===== config.mk =====
export PLATFORM = sky130hd
export DESIGN_NAME = rc522_txn_ctrl_flat
export DESIGN_NICKNAME = d
export VERILOG_FILES = /design/src/rtl/rc522_txn_ctrl_if.sv /design/src/rtl/rc522_txn_ctrl.sv /design/src/flat_wrapper.sv
export SDC_FILE = /design/constraint.sdc
export NUM_CORES = 1
export LEC_CHECK = 0
export BUFFER_PORTS_ARGS = -buffer_cell sky130_fd_sc_hd__buf_4
export CORE_ASPECT_RATIO = 0.8
export CORE_UTILIZATION = 50
export CTS_BUF_LIST = sky130_fd_sc_hd__clkbuf_4 sky130_fd_sc_hd__clkbuf_8
export DETAILED_ROUTE_END_ITERATION = 8
export PLACE_DENSITY = 0.74
export SYNTH_ARGS = -nofsm -noshare
export SYNTH_HDL_FRONTEND = slang
export SYNTH_SLANG_ARGS = --single-unit

===== constraint.sdc =====
create_clock -name clk -period 4.4 [get_ports clk]
set_input_delay 0.22 -clock clk [delete_from_list [all_inputs] [get_ports clk]]
set_output_delay 0.22 -clock clk [all_outputs]
set_load 0.01 [all_outputs]

===== src/rtl/rc522_txn_ctrl_if.sv =====
// ----------------------------------------------------------------------------
// rc522_txn_ctrl_if
// Bundles every signal of the MFRC522 transaction sequencer except clk/rst:
// the request channel from the tag-reader FSMs, the write-data and read-data
// byte streams, the done/error pulses, and the byte-wide SPI engine link with
// chip-select.
//   slave  : the sequencer's view (it serves requests and drives the engine)
//   master : the environment's view (requester plus SPI shift engine)
// ----------------------------------------------------------------------------
interface rc522_txn_ctrl_if #(
    parameter int LENW = 5
);
    logic            req_valid;
    logic            req_ready;
    logic            req_write;
    logic [5:0]      req_addr;
    logic [LENW-1:0] req_len;
    logic [7:0]      wr_data;
    logic            wr_valid;
    logic            wr_ready;
    logic [7:0]      rd_data;
    logic            rd_valid;
    logic            txn_done;
    logic            txn_err;
    logic            spi_start;
    logic [7:0]      spi_tx;
    logic [7:0]      spi_rx;
    logic            spi_done;
    logic            spi_cs_n;

    modport slave (
        input  req_valid, req_write, req_addr, req_len,
        input  wr_data, wr_valid,
        input  spi_rx, spi_done,
        output req_ready, wr_ready,
        output rd_data, rd_valid,
        output txn_done, txn_err,
        output spi_start, spi_tx, spi_cs_n
    );

    modport master (
        output req_valid, req_write, req_addr, req_len,
        output wr_data, wr_valid,
        output spi_rx, spi_done,
        input  req_ready, wr_ready,
        input  rd_data, rd_valid,
        input  txn_done, txn_err,
        input  spi_start, spi_tx, spi_cs_n
    );
endinterface


===== src/rtl/rc522_txn_ctrl.sv =====
// ----------------------------------------------------------------------------
// rc522_txn_ctrl
// Transaction sequencer for the MFRC522 SPI link. Accepts one register-level
// request (single or burst, read or write), emits the address byte followed by
// the data bytes to a byte-wide SPI shift engine, and keeps chip-select low
// for the whole transaction.
// Ports:
//   clk  - system clock, rising edge
//   rst  - asynchronous reset, active-high
//   bus  - rc522_txn_ctrl_if.slave: request channel (req_*), write stream
//          (wr_*), read stream (rd_*), txn_done/txn_err pulses, SPI engine
//          link (spi_start/spi_tx/spi_rx/spi_done) and spi_cs_n
// ----------------------------------------------------------------------------
module rc522_txn_ctrl #(
    parameter int MAX_BURST = 16,
    parameter int LENW      = 5,
    parameter int CS_SETUP  = 2,
    parameter int CS_HOLD   = 2,
    parameter int TIMEOUT   = 1024
) (
    input logic              clk,
    input logic              rst,
    rc522_txn_ctrl_if.slave  bus
);

    localparam logic [2:0] S_IDLE   = 3'd0;
    localparam logic [2:0] S_SETUP  = 3'd1;
    localparam logic [2:0] S_ADDR   = 3'd2;
    localparam logic [2:0] S_WRDATA = 3'd3;
    localparam logic [2:0] S_XFER   = 3'd4;
    localparam logic [2:0] S_HOLD   = 3'd5;

    localparam int PHASE_MAX = (CS_SETUP > CS_HOLD) ? CS_SETUP : CS_HOLD;
    localparam int CNTW      = $clog2(PHASE_MAX + 1);
    localparam int TMOW      = $clog2(TIMEOUT + 1);

    logic [2:0]      state;
    logic [7:0]      addr_byte;
    logic            is_write;
    logic [LENW-1:0] remaining;
    logic [CNTW-1:0] phase_cnt;
    logic [TMOW-1:0] tmo_cnt;
    logic            err_pending;
    logic            cs_n;
    logic            spi_start;
    logic [7:0]      spi_tx;
    logic [7:0]      rd_data;
    logic            rd_valid;
    logic            txn_done;
    logic            txn_err;
    logic [LENW-1:0] len_clamped;
    logic            tmo_hit;

    // A zero length still moves one byte; anything longer than a FIFO burst
    // is cut down to MAX_BURST so the down-counter never wraps.
    always_comb begin
        len_clamped = bus.req_len;
        if (bus.req_len == '0) begin
            len_clamped = LENW'(1);
        end else if (bus.req_len > LENW'(MAX_BURST)) begin
            len_clamped = LENW'(MAX_BURST);
        end
    end

    assign tmo_hit = (tmo_cnt == TMOW'(TIMEOUT - 1));

    assign bus.req_ready = (state == S_IDLE);
    assign bus.wr_ready  = (state == S_WRDATA);
    assign bus.spi_cs_n  = cs_n;
    assign bus.spi_start = spi_start;
    assign bus.spi_tx    = spi_tx;
    assign bus.rd_data   = rd_data;
    assign bus.rd_valid  = rd_valid;
    assign bus.txn_done  = txn_done;
    assign bus.txn_err   = txn_err;

    // Sequencer. 'remaining' counts data bytes not yet finished by the
    // engine; in a read burst the last byte shifts out 8'h00 so the chip
    // does not start yet another FIFO read. The timeout counter only runs
    // while waiting on the engine, so a slow write-data source never aborts.
    always_ff @(posedge clk or posedge rst) begin
        if (rst) begin
            state       <= S_IDLE;
            addr_byte   <= '0;
            is_write    <= 1'b0;
            remaining   <= '0;
            phase_cnt   <= '0;
            tmo_cnt     <= '0;
            err_pending <= 1'b0;
            cs_n        <= 1'b1;
            spi_start   <= 1'b0;
            spi_tx      <= '0;
            rd_data     <= '0;
            rd_valid    <= 1'b0;
            txn_done    <= 1'b0;
            txn_err     <= 1'b0;
        end else begin
            spi_start <= 1'b0;
            rd_valid  <= 1'b0;
            txn_done  <= 1'b0;
            txn_err   <= 1'b0;
            case (state)
                S_IDLE: begin
                    if (bus.req_valid) begin
                        is_write    <= bus.req_write;
                        addr_byte   <= {~bus.req_write, bus.req_addr, 1'b0};
                        remaining   <= len_clamped;
                        phase_cnt   <= '0;
                        err_pending <= 1'b0;
                        cs_n        <= 1'b0;
                        state       <= S_SETUP;
                    end
                end
                S_SETUP: begin
                    if (phase_cnt == CNTW'(CS_SETUP - 1)) begin
                        spi_start <= 1'b1;
                        spi_tx    <= addr_byte;
                        tmo_cnt   <= '0;
                        state     <= S_ADDR;
                    end else begin
                        phase_cnt <= phase_cnt + 1'b1;
                    end
                end
                S_ADDR: begin
                    if (bus.spi_done) begin
                        if (is_write) begin
                            state <= S_WRDATA;
                        end else begin
                            spi_start <= 1'b1;
                            spi_tx    <= (remaining == LENW'(1)) ? 8'h00 : addr_byte;
                            tmo_cnt   <= '0;
                            state     <= S_XFER;
                        end
                    end else if (tmo_hit) begin
                        err_pending <= 1'b1;
                        phase_cnt   <= '0;
                        state       <= S_HOLD;
                    end else begin
                        tmo_cnt <= tmo_cnt + 1'b1;
                    end
                end
                S_WRDATA: begin
                    if (bus.wr_valid) begin
                        spi_tx    <= bus.wr_data;
                        spi_start <= 1'b1;
                        tmo_cnt   <= '0;
                        state     <= S_XFER;
                    end
                end
                S_XFER: begin
                    if (bus.spi_done) begin
                        remaining <= remaining - 1'b1;
                        if (!is_write) begin
                            rd_data  <= bus.spi_rx;
                            rd_valid <= 1'b1;
                        end
                        if (remaining == LENW'(1)) begin
                            phase_cnt <= '0;
                            state     <= S_HOLD;
                        end else if (is_write) begin
                            state <= S_WRDATA;
                        end else begin
                            spi_start <= 1'b1;
                            spi_tx    <= (remaining == LENW'(2)) ? 8'h00 : addr_byte;
                            tmo_cnt   <= '0;
                        end
                    end else if (tmo_hit) begin
                        err_pending <= 1'b1;
                        phase_cnt   <= '0;
                        state       <= S_HOLD;
                    end else begin
                        tmo_cnt <= tmo_cnt + 1'b1;
                    end
                end
                S_HOLD: begin
                    if (phase_cnt == CNTW'(CS_HOLD - 1)) begin
                        cs_n <= 1'b1;
                        if (err_pending) begin
                            txn_err <= 1'b1;
                        end else begin
                            txn_done <= 1'b1;
                        end
                        state <= S_IDLE;
                    end else begin
                        phase_cnt <= phase_cnt + 1'b1;
                    end
                end
                default: begin
                    cs_n  <= 1'b1;
                    state <= S_IDLE;
                end
            endcase
        end
    end

endmodule


===== src/flat_wrapper.sv =====
// flat-port wrapper written by rule: the top's interface ports become plain ports
module rc522_txn_ctrl_flat 
#(
    parameter int MAX_BURST = 16,
    parameter int LENW      = 5,
    parameter int CS_SETUP  = 2,
    parameter int CS_HOLD   = 2,
    parameter int TIMEOUT   = 1024
)
  (clk, rst, bus_req_valid, bus_req_write, bus_req_addr, bus_req_len, bus_wr_data, bus_wr_valid, bus_spi_rx, bus_spi_done, bus_req_ready, bus_wr_ready, bus_rd_data, bus_rd_valid, bus_txn_done, bus_txn_err, bus_spi_start, bus_spi_tx, bus_spi_cs_n);
  rc522_txn_ctrl_if #(.LENW(LENW)) bus_i ();
  input logic clk;
  input logic rst;
  input wire logic [$bits(bus_i.req_valid)-1:0] bus_req_valid;
  input wire logic [$bits(bus_i.req_write)-1:0] bus_req_write;
  input wire logic [$bits(bus_i.req_addr)-1:0] bus_req_addr;
  input wire logic [$bits(bus_i.req_len)-1:0] bus_req_len;
  input wire logic [$bits(bus_i.wr_data)-1:0] bus_wr_data;
  input wire logic [$bits(bus_i.wr_valid)-1:0] bus_wr_valid;
  input wire logic [$bits(bus_i.spi_rx)-1:0] bus_spi_rx;
  input wire logic [$bits(bus_i.spi_done)-1:0] bus_spi_done;
  output wire logic [$bits(bus_i.req_ready)-1:0] bus_req_ready;
  output wire logic [$bits(bus_i.wr_ready)-1:0] bus_wr_ready;
  output wire logic [$bits(bus_i.rd_data)-1:0] bus_rd_data;
  output wire logic [$bits(bus_i.rd_valid)-1:0] bus_rd_valid;
  output wire logic [$bits(bus_i.txn_done)-1:0] bus_txn_done;
  output wire logic [$bits(bus_i.txn_err)-1:0] bus_txn_err;
  output wire logic [$bits(bus_i.spi_start)-1:0] bus_spi_start;
  output wire logic [$bits(bus_i.spi_tx)-1:0] bus_spi_tx;
  output wire logic [$bits(bus_i.spi_cs_n)-1:0] bus_spi_cs_n;
  assign bus_i.req_valid = bus_req_valid;
  assign bus_i.req_write = bus_req_write;
  assign bus_i.req_addr = bus_req_addr;
  assign bus_i.req_len = bus_req_len;
  assign bus_i.wr_data = bus_wr_data;
  assign bus_i.wr_valid = bus_wr_valid;
  assign bus_i.spi_rx = bus_spi_rx;
  assign bus_i.spi_done = bus_spi_done;
  assign bus_req_ready = bus_i.req_ready;
  assign bus_wr_ready = bus_i.wr_ready;
  assign bus_rd_data = bus_i.rd_data;
  assign bus_rd_valid = bus_i.rd_valid;
  assign bus_txn_done = bus_i.txn_done;
  assign bus_txn_err = bus_i.txn_err;
  assign bus_spi_start = bus_i.spi_start;
  assign bus_spi_tx = bus_i.spi_tx;
  assign bus_spi_cs_n = bus_i.spi_cs_n;
  rc522_txn_ctrl #(.MAX_BURST(MAX_BURST), .LENW(LENW), .CS_SETUP(CS_SETUP), .CS_HOLD(CS_HOLD), .TIMEOUT(TIMEOUT)) u_core (.clk(clk), .rst(rst), .bus(bus_i));
endmodule

==> results of run 1 <==
-- final cells by class --
| cell class | count | share of cell area (%) |
|---|---|---|
| sequential | 51 | 40.21 |
| multi-input combinational | 178 | 39.42 |
| timing repair buffer | 56 | 13.23 |
| tap | 62 | 2.442 |
| clock buffer | 5 | 2.166 |
| inverter | 15 | 1.772 |
| clock inverter | 3 | 0.7483 |
-- registers in the layout, indices dropped and copies added, names as in the netlist --
register,count
u_core.addr_byte,7
u_core.bus.rd_data,8
u_core.bus.rd_valid,1
u_core.bus.spi_cs_n,1
u_core.bus.spi_start,1
u_core.bus.spi_tx,8
u_core.bus.txn_done,1
u_core.bus.txn_err,1
u_core.err_pending,1
u_core.is_write,1
u_core.phase_cnt,2
u_core.remaining,5
u_core.state,3
u_core.tmo_cnt,11
-- critical path, cell delays in order, from the launching register on --
cell,delay [ns]
dfrtp_1,0.59
nor3b_2,0.68
a31oi_2,0.16
a311o_1,0.54
or4_1,0.58
a21oi_1,0.17
-- kinds of logic after synthesis --
group	Yosys count	synth area share [%]
simple gates	77	16.34
compound gates	69	17.33
flops	51	48.21
buf+inv	28	4.532
mux	26	10.91
fa+ha+maj	5	2.361
xor+xnor	1	0.3306
-- worst min-delay path by stage --
stage                       start                   to
floorplan           bus_req_write  u_core.addr_byte[7]
global placement    bus_req_write  u_core.addr_byte[7]
detailed placement  bus_req_write  u_core.addr_byte[7]
CTS                 bus_req_write  u_core.addr_byte[7]
global route        bus_req_write  u_core.addr_byte[7]
finish              bus_req_write  u_core.addr_byte[7]
-- where the power goes --
part	internal (mW)	switching [mW]	total, mW
logic	0.416	0.395	0.811
clock network	0.114	0.163	0.277
registers	0.629	0.135	0.764
-- metal layers --
layer	vias up	global-route usage, %	part of all wire (%)
li1	1049	-	-
met1	1016	29.05	49
met2	70	31.86	44
met3	4	6.568	6.2
met4	0	6.034	0.70
met5	-	0	0
-- stage by stage --
stage / std cells / setup WS (ns)
2_1_floorplan: 257 / 2.368
3_3_place_gp: 362 / 1.782
3_5_place_dp: 362 / 1.678
4_1_cts: 370 / 1.652
5_1_grt: 370 / 1.412
6_report: 370 / 1.608
-- cell usage in the layout, fill, tap and decap left out, drive strengths merged, types with 3 or more instances in the layout --
master  Yosys  routed
nor3       14      14
nand4       4       4
nor2       16      16
inv        15      16
a21oi      20      20
or3         3       3
clkbuf      5       5
nor4        3       3
o31ai       9       9
a31oi       5       5
nand3       3       3
dfrtp      50      50
buf         8      56
a21o        3       3
a22o        7       7
mux2i       3       3
nand2      12      12
mux2       23      23
nand2b      3       3
or4         7       7
ha          5       5
o21ai      13      13
==> results summary, run 1 <==
The flow ran to the end, and the final reports show no timing, DRC or antenna violations. The area after detailed placement came out at 0.003084 mm². The clock period minus final worst setup slack is 2.792 ns. The first detailed-routing pass took 5 iterations.

Input and output buffers added on the ports amount to 55. The count of max-cap constraint violations came out at 0. The via count of the first global-routing pass came out at 1898.

The most used flip-flop cell after synthesis is dfrtp_1. The first global-routing pass estimated 9156 µm of wire. The number of DRC markers after the initial detailed-route iteration came out at 169. The worst setup skew after layout came out at 0.004338 ns.

The CTS tree is built. The worst setup path is of the reg2reg kind. The hold violation count in the final report is 0. The core region is 0.005065 mm².

The total power density per cell area is 582.9 mW/mm². STA classifies the critical path startpoint as a flip-flop. The later-pin clock latency in the skew report is 0.31 ns. The synthesized netlist occupies a cell area of 0.002650 mm². Sorting the synthesized cells by area gives the leading types as dfrtp_1 47%, mux2_2 9.8%, a21oi_1 3.6%. The number of placed I/O pins came out at 56.

After synthesis, flip-flops and latches occupy 48.21% of the total area. The critical-path maximum fanout came out at 18. The post-CTS repair timing setup buffer count is 0.

The worst-case clock buffer depth is 2. After synthesis, the most frequently instantiated cells are 50 x dfrtp_1, 23 x mux2_2, 19 x a21oi_1, 15 x nor2_1. The count of yosys warnings during synthesis came out at 0. After routing, the total negative slack on setup checks comes to 0 ns. The maximum number of pins on one net before global-route repair is 52. Across all hold checks on the routed design, the worst slack comes to 0.07565 ns. The internal reg-to-reg setup slack is 1.61 ns. The critical path endpoint is u_core.tmo_cnt[6]. The number of antenna repair diodes came out at 0. The number of routed nets with antenna violations is 0. The synthesis-to-layout area growth came out at 19.88%. The final total power came out at 1.852 mW. The top cell type by total area after synthesis is dfrtp_1. The area of combinational cells with multiple inputs came out at 0.001252 mm². The number of standard-cell rows in the floorplan came out at 23.

The tree is rooted in a clkbuf_8. The final critical path takes up 63.46% of the cycle. The actual slew at the worst max-slew pin is 1.084 ns. The distinct cell type count of the synthesized netlist is 49. The number of antenna violations at the first check in global routing came out at 0. Summed over all cells, the static leakage comes to 1.442 nW. The routed design has 5745 µm of wire. The total setup violations reported at the end of the flow came out at 0. The clock buffer count from CTS came out at 5.

The min-delay analysis places its worst path in the category in2reg. The mean post-synth cell area came out at 10.31 µm². The sequential cell area is 0.001277 mm². The element type at the critical path end is a flip-flop. Global routing finished with a remaining overflow of 0. At the end of the flow, the number of nets in the layout was 345. The level count of the clock H-tree came out at 2. The die footprint is 0.005597 mm². The fmax came out at 0.3581 GHz. The clock transition time at the flip-flop clock pins of the worst setup and hold paths came out at 0.10 ns. The DRC violations left came out at 0. The logic depth of the worst register-to-register path is 5. Measured against its own limit, the worst slew margin works out to 27.73%.

The routability-driven placement congestion ratio is 0.9200. The average wire length per cell after detail routing came out at 15.53 µm. Fill cells in the final layout number 404. The die width is 83.40 µm. Yosys instantiated no cell more often than dfrtp_1. Setup repair after global routing left no endpoint under its margin. The peak supply drop came out at 0.3194 mV.

Synthesis produced 257 cells. Counting instances, the worst hold path has a depth of 2. CTS saw 51 sinks.

The flip-flop and latch count after synthesis is 51. The post-cts repair resize count came out at 0. The initial standard-cell utilization of the core is 52.32%.

The startpoint of the lowest-slack register-to-register path is u_core.state[1]. The detailed placement HPWL came out at 3995 µm. The total count of max-transition violations in the final report is 0.

In the synthesized netlist the async set-or-reset flop fraction comes to 100.0%. The endpoint of the most critical register-to-register path is u_core.tmo_cnt[6]. The area share of the largest cell type after synthesis is 47.21%. In the global route stage, overall resource usage came out at 21.00%. The die outline height came out at 67.12 µm. The critical path data arrival time came out at 3.02 ns. After routing the design area is 0.003177 mm².

The hold buffer count at CTS came out at 0. The share of layout cells above drive strength 1 is 31.49%. The worst setup path startpoint is u_core.state[1]. The critical path data required time is 4.63 ns. The final cell utilization of the core came out at 62.72%. The number of flops mapped to enable cells by yosys came out at 0. The detailed router placed 2139 vias in this run. The via density per instance came out at 5.781.

The number of nets in the synthesized netlist is 295.
Note: power is estimated with default switching activity, not from simulation.
==> inputs of run 2 (changes only) <==
Settings changed: ABC_AREA set to 1, PLACE_DENSITY 0.74 to 0.73.
Clock period 4.4 ns to 2.88 ns, I/O delays scaled along.
==> run 2 against run 1 <==
  * Flip-flop and latch count unchanged
  * First-iteration DRC count is 91% higher
  * Global-route usage rose by 2.4 points
  * Clock skew grew 0.0029 ns
  * Clock-buffer cell count unchanged
  * Design area increased by 10%
  * Sequential share of layout area is 3.6 points lower
  * Worst hold slack lost 0.055 ns
  * Total power is 64% higher
  * Sequential power increased by 51%
  * Synthesized cell count rose by 58%
  * Register-to-register slack lost 0.68 ns
  * Critical endpoint unchanged
==> results summary, run 2 <==
The critical path data required time is 3.13 ns (was 4.63 ns). The final cell utilization of the core came out at 63.22% (was 62.72%). The leftover overflow at the end of global routing is 0 (unchanged).

The area share of the largest cell type after synthesis is 42.92% (was 47.21%). The synthesis-to-layout area growth is 19.83% (was 19.88%). The element type at the critical path end is a flip-flop (unchanged). The leakage dissipation was 1.875 nW (was 1.442 nW). The number of clock sinks is 51 (unchanged).

The die outline height is 70.30 µm (was 67.12 µm). The leading cell type by number of instances after synthesis is nand2_1 (was dfrtp_1). The share of synthesized area occupied by flip-flops and latches is 43.82% (was 48.21%). The worst setup skew after layout is 0.007256 ns (was 0.004338 ns). The hold violation count in the final report is 0 (unchanged).

The total setup violations reported at the end of the flow was 0 (unchanged). Ranking of synthesized cells by instance count: 161 x nand2_1, 50 x dfrtp_1, 49 x nand3_1, 33 x inv_1, 28 x nor2_1 (was 50 x dfrtp_1, 23 x mux2_2, 19 x a21oi_1, 15 x nor2_1). The launching element type of the critical path is a flip-flop (unchanged). The clock buffer count from CTS is 5 (unchanged). The clock transition time at the flip-flop clock pins of the worst setup and hold paths is 0.10 ns (about the same).

The cell depth of the worst min-delay path came out at 3 (was 2). The start point of the worst min-delay path is bus_req_addr[1] (was bus_req_write). CP cell instances: ha_1 > nand2_1 > nor2_2 > nand3_2 > nor2_2 > nor2_1 > nand2_1 > nand2_1 > nand2_1 (was nor3b_2 > a31oi_2 > a311o_1 > or4_1 > a21oi_1).

The final total power is 3.044 mW (was 1.852 mW). The total detailed-routing wirelength came out at 6639 µm (was 5745 µm). The number of flops mapped to enable cells by yosys came to 0 (unchanged).

The detailed placement HPWL came out at 4888 µm (was 3995 µm). Synth area leaders: dfrtp_1 43%, nand2_1 21%, nand3_1 8.4% (was dfrtp_1 47%, mux2_2 9.8%, a21oi_1 3.6%). Run status: finished, final reports clean (unchanged).

The count of yosys warnings during synthesis is 0 (unchanged). The number of placed I/O pins is 56 (unchanged). The category of the most critical setup path was reg2reg (unchanged). Setup repair after global routing missed its margin: false (unchanged).

The worst min-delay path endpoint was u_core.addr_byte[2] (was u_core.addr_byte[7]). The number of antenna repair diodes is 0 (unchanged). The mean post-synth cell area is 7.198 µm² (was 10.31 µm²).

The flip-flop count of the largest register after layout came to 11 (unchanged). The actual slew at the worst max-slew pin came out at 1.019 ns (was 1.084 ns). The total core area is 0.005525 mm² (was 0.005065 mm²).

The CTS tree is built (unchanged). The post-CTS repair timing setup buffer count came out at 0 (unchanged). The number of DRC markers after the initial detailed-route iteration was 322 (was 169). The die footprint came out at 0.006142 mm² (was 0.005597 mm²). The number of nets produced by synthesis came out at 443 (was 295). By instance count, the cell type seen most on the critical path is nand2_1. The all-layer global routing usage is 23.35% (was 21.00%).

The register containing the most flip-flops in the final layout is u_core.tmo_cnt (unchanged). Largest registers: u_core.tmo_cnt x11, u_core.bus.rd_data x8, u_core.bus.spi_tx x8 (unchanged). The commonest non-fill, non-tap cell in the layout is nand2_1 (was buf_4).

The number of nets at the end of the flow is 501 (was 345). The top cell type by total area after synthesis is dfrtp_1 (unchanged). The gate count of the mapped netlist is 405 (was 257). The global-route wire length before repair is 11330 µm (was 9156 µm). The worst hold path class is in2reg (unchanged).

The worst-case clock buffer depth came out at 2 (unchanged). The most used flip-flop cell after synthesis is dfrtp_1 (unchanged). The number of standard-cell rows in the floorplan was 24 (was 23). The logic depth of the worst register-to-register path is 9 (was 5). The initial standard-cell utilization of the core is 52.76% (was 52.32%).

The largest stage delay on the critical path came to 0.49 ns (was 0.68 ns). The peak supply drop was 0.3501 mV (was 0.3194 mV). The endpoint of the most critical register-to-register path is u_core.tmo_cnt[6] (unchanged). The proportion of synthesized flip-flops having asynchronous set or reset is 100.0% (unchanged). The mapped cell area is 0.002915 mm² (was 0.002650 mm²).

The clock root buffer master is clkbuf_8 (unchanged). The via density per instance came out at 5.172 (was 5.781). The number of antenna violations at the first check in global routing is 0 (unchanged).

The maximum number of pins on one net before global-route repair came to 52 (unchanged). The critical-path maximum fanout came out at 11 (was 18). The fmax was 0.5116 GHz (was 0.3581 GHz). The final-layout setup total negative slack was 0 ns (unchanged).

The DRC violations left is 0 (unchanged). The distinct cell type count of the synthesized netlist is 31 (was 49). The internal reg-to-reg setup slack came out at 0.93 ns (was 1.61 ns). The worst max-slew margin expressed relative to the limit came out at 31.94% (was 27.73%). The total count of max-transition violations in the final report came out at 0 (unchanged). The later-pin clock latency in the skew report came out at 0.31 ns (about the same). The share of layout cells above drive strength 1 was 19.61% (was 31.49%). The count of max-cap constraint violations is 0 (unchanged). The via count of the first global-routing pass came to 2492 (was 1898). Highest-count cells in the layout ignoring fill and taps: 161 x nand2_1, 55 x buf_4, 50 x dfrtp_1 (was 56 x buf_4, 50 x dfrtp_1, 23 x mux2_2). The clock period minus final worst setup slack came out at 1.955 ns (was 2.792 ns).

The number of standard cells in the layout, taps in and fillers out was 542 (was 370). The die width came to 87.37 µm (was 83.40 µm). The sum of buffers and inverters on the critical path is 0 (unchanged). The kind of cell with the highest combined delay on the critical path is simple AND/OR/NAND/NOR gates (unchanged). The critical path data arrival time came out at 2.20 ns (was 3.02 ns). The average wire length per cell after detail routing is 12.25 µm (was 15.53 µm).

The post-route clock period utilization came out at 67.87% (was 63.46%). The vias after detailed routing came out at 2803 (was 2139). The cell with the largest stage delay on the worst path is dfrtp_1 (was nor3b_2). The post-cts repair resize count came to 0 (unchanged). The flip-flop and latch count after synthesis was 51 (unchanged). The number of routed nets with antenna violations is 0 (unchanged). The count of port buffers added during placement is 55 (unchanged). The startpoint of the lowest-slack register-to-register path is u_core.tmo_cnt[0] (was u_core.state[1]). The routability-driven placement congestion ratio came out at 0.8829 (was 0.9200). The number of optimization iterations in the first detailed-route pass was 5 (unchanged).

The level count of the clock H-tree was 2 (unchanged). The hold buffer count at CTS is 0 (unchanged). The number of placed instances, taps included is 534 (was 362).

The total power density per cell area is 871.2 mW/mm² (was 582.9 mW/mm²).
-- run 2: worst max-delay path by stage --
| stage | start | endpoint | cells after the start |
|---|---|---|---|
| detailed placement | u_core.tmo_cnt[0] | u_core.tmo_cnt[10] | 9 |
| global placement | u_core.tmo_cnt[0] | u_core.tmo_cnt[0] | 9 |
| finish | u_core.tmo_cnt[0] | u_core.tmo_cnt[6] | 9 |
| global route | u_core.tmo_cnt[0] | u_core.tmo_cnt[0] | 9 |
| floorplan | u_core.tmo_cnt[0] | u_core.tmo_cnt[0] | 10 |
| CTS | u_core.tmo_cnt[0] | u_core.tmo_cnt[6] | 9 |
-- run 2: per-stage QoR --
step           hold slack (ns)  setup WS (ns)  area (µm²)
2_1_floorplan           0.2536          1.297        2915
3_3_place_gp            0.3391          1.046        3398
3_5_place_dp            0.3449         0.9597        3398
4_1_cts                0.02096         0.9262        3493
5_1_grt                0.02190         0.7489        3493
6_report               0.02064         0.9254        3493
-- run 2: cells by family after synthesis --
logic type / after synthesis / share of synthesized area [%]
xor gates and xnor gates: 1 / 0.3005
adders and majority gates: 5 / 2.146
AOI/OAI and AO/OA: 25 / 4.893
buffers and inverters: 42 / 5.923
and+or+nand+nor: 281 / 42.92
DFF: 51 / 43.82
-- run 2: cell type report --
| class | count | area, µm² |
|---|---|---|
| multi-input combinational | 312 | 1465 |
| clock inverter | 3 | 26.28 |
| tap | 78 | 97.59 |
| fill | 528 | 2032 |
| inverter | 38 | 145.1 |
| sequential | 51 | 1277 |
| clock buffer | 5 | 68.82 |
| timing repair buffer | 55 | 412.9 |
-- run 2: power breakdown --
part	internal (mW)	total (mW)	switching [mW]
sequential	0.959	1.15	0.191
clock	0.179	0.436	0.257
combinational	0.546	1.46	0.911
total	1.68	3.04	1.36
-- run 2: routing by layer --
layer / GRT usage [%] / vias to the layer above / wire, µm
met1: 35.32 / 1275 / 3219
met5: 0 / - / 0
met2: 34.90 / 100 / 2965
li1: - / 1421 / -
met3: 4.019 / 7 / 402
met4: 5.100 / 0 / 52
-- run 2: worst min-delay path, cell delays in order --
cell     delay [ns]
buf_4          0.08
nand2_1        0.04
nand2_1        0.04
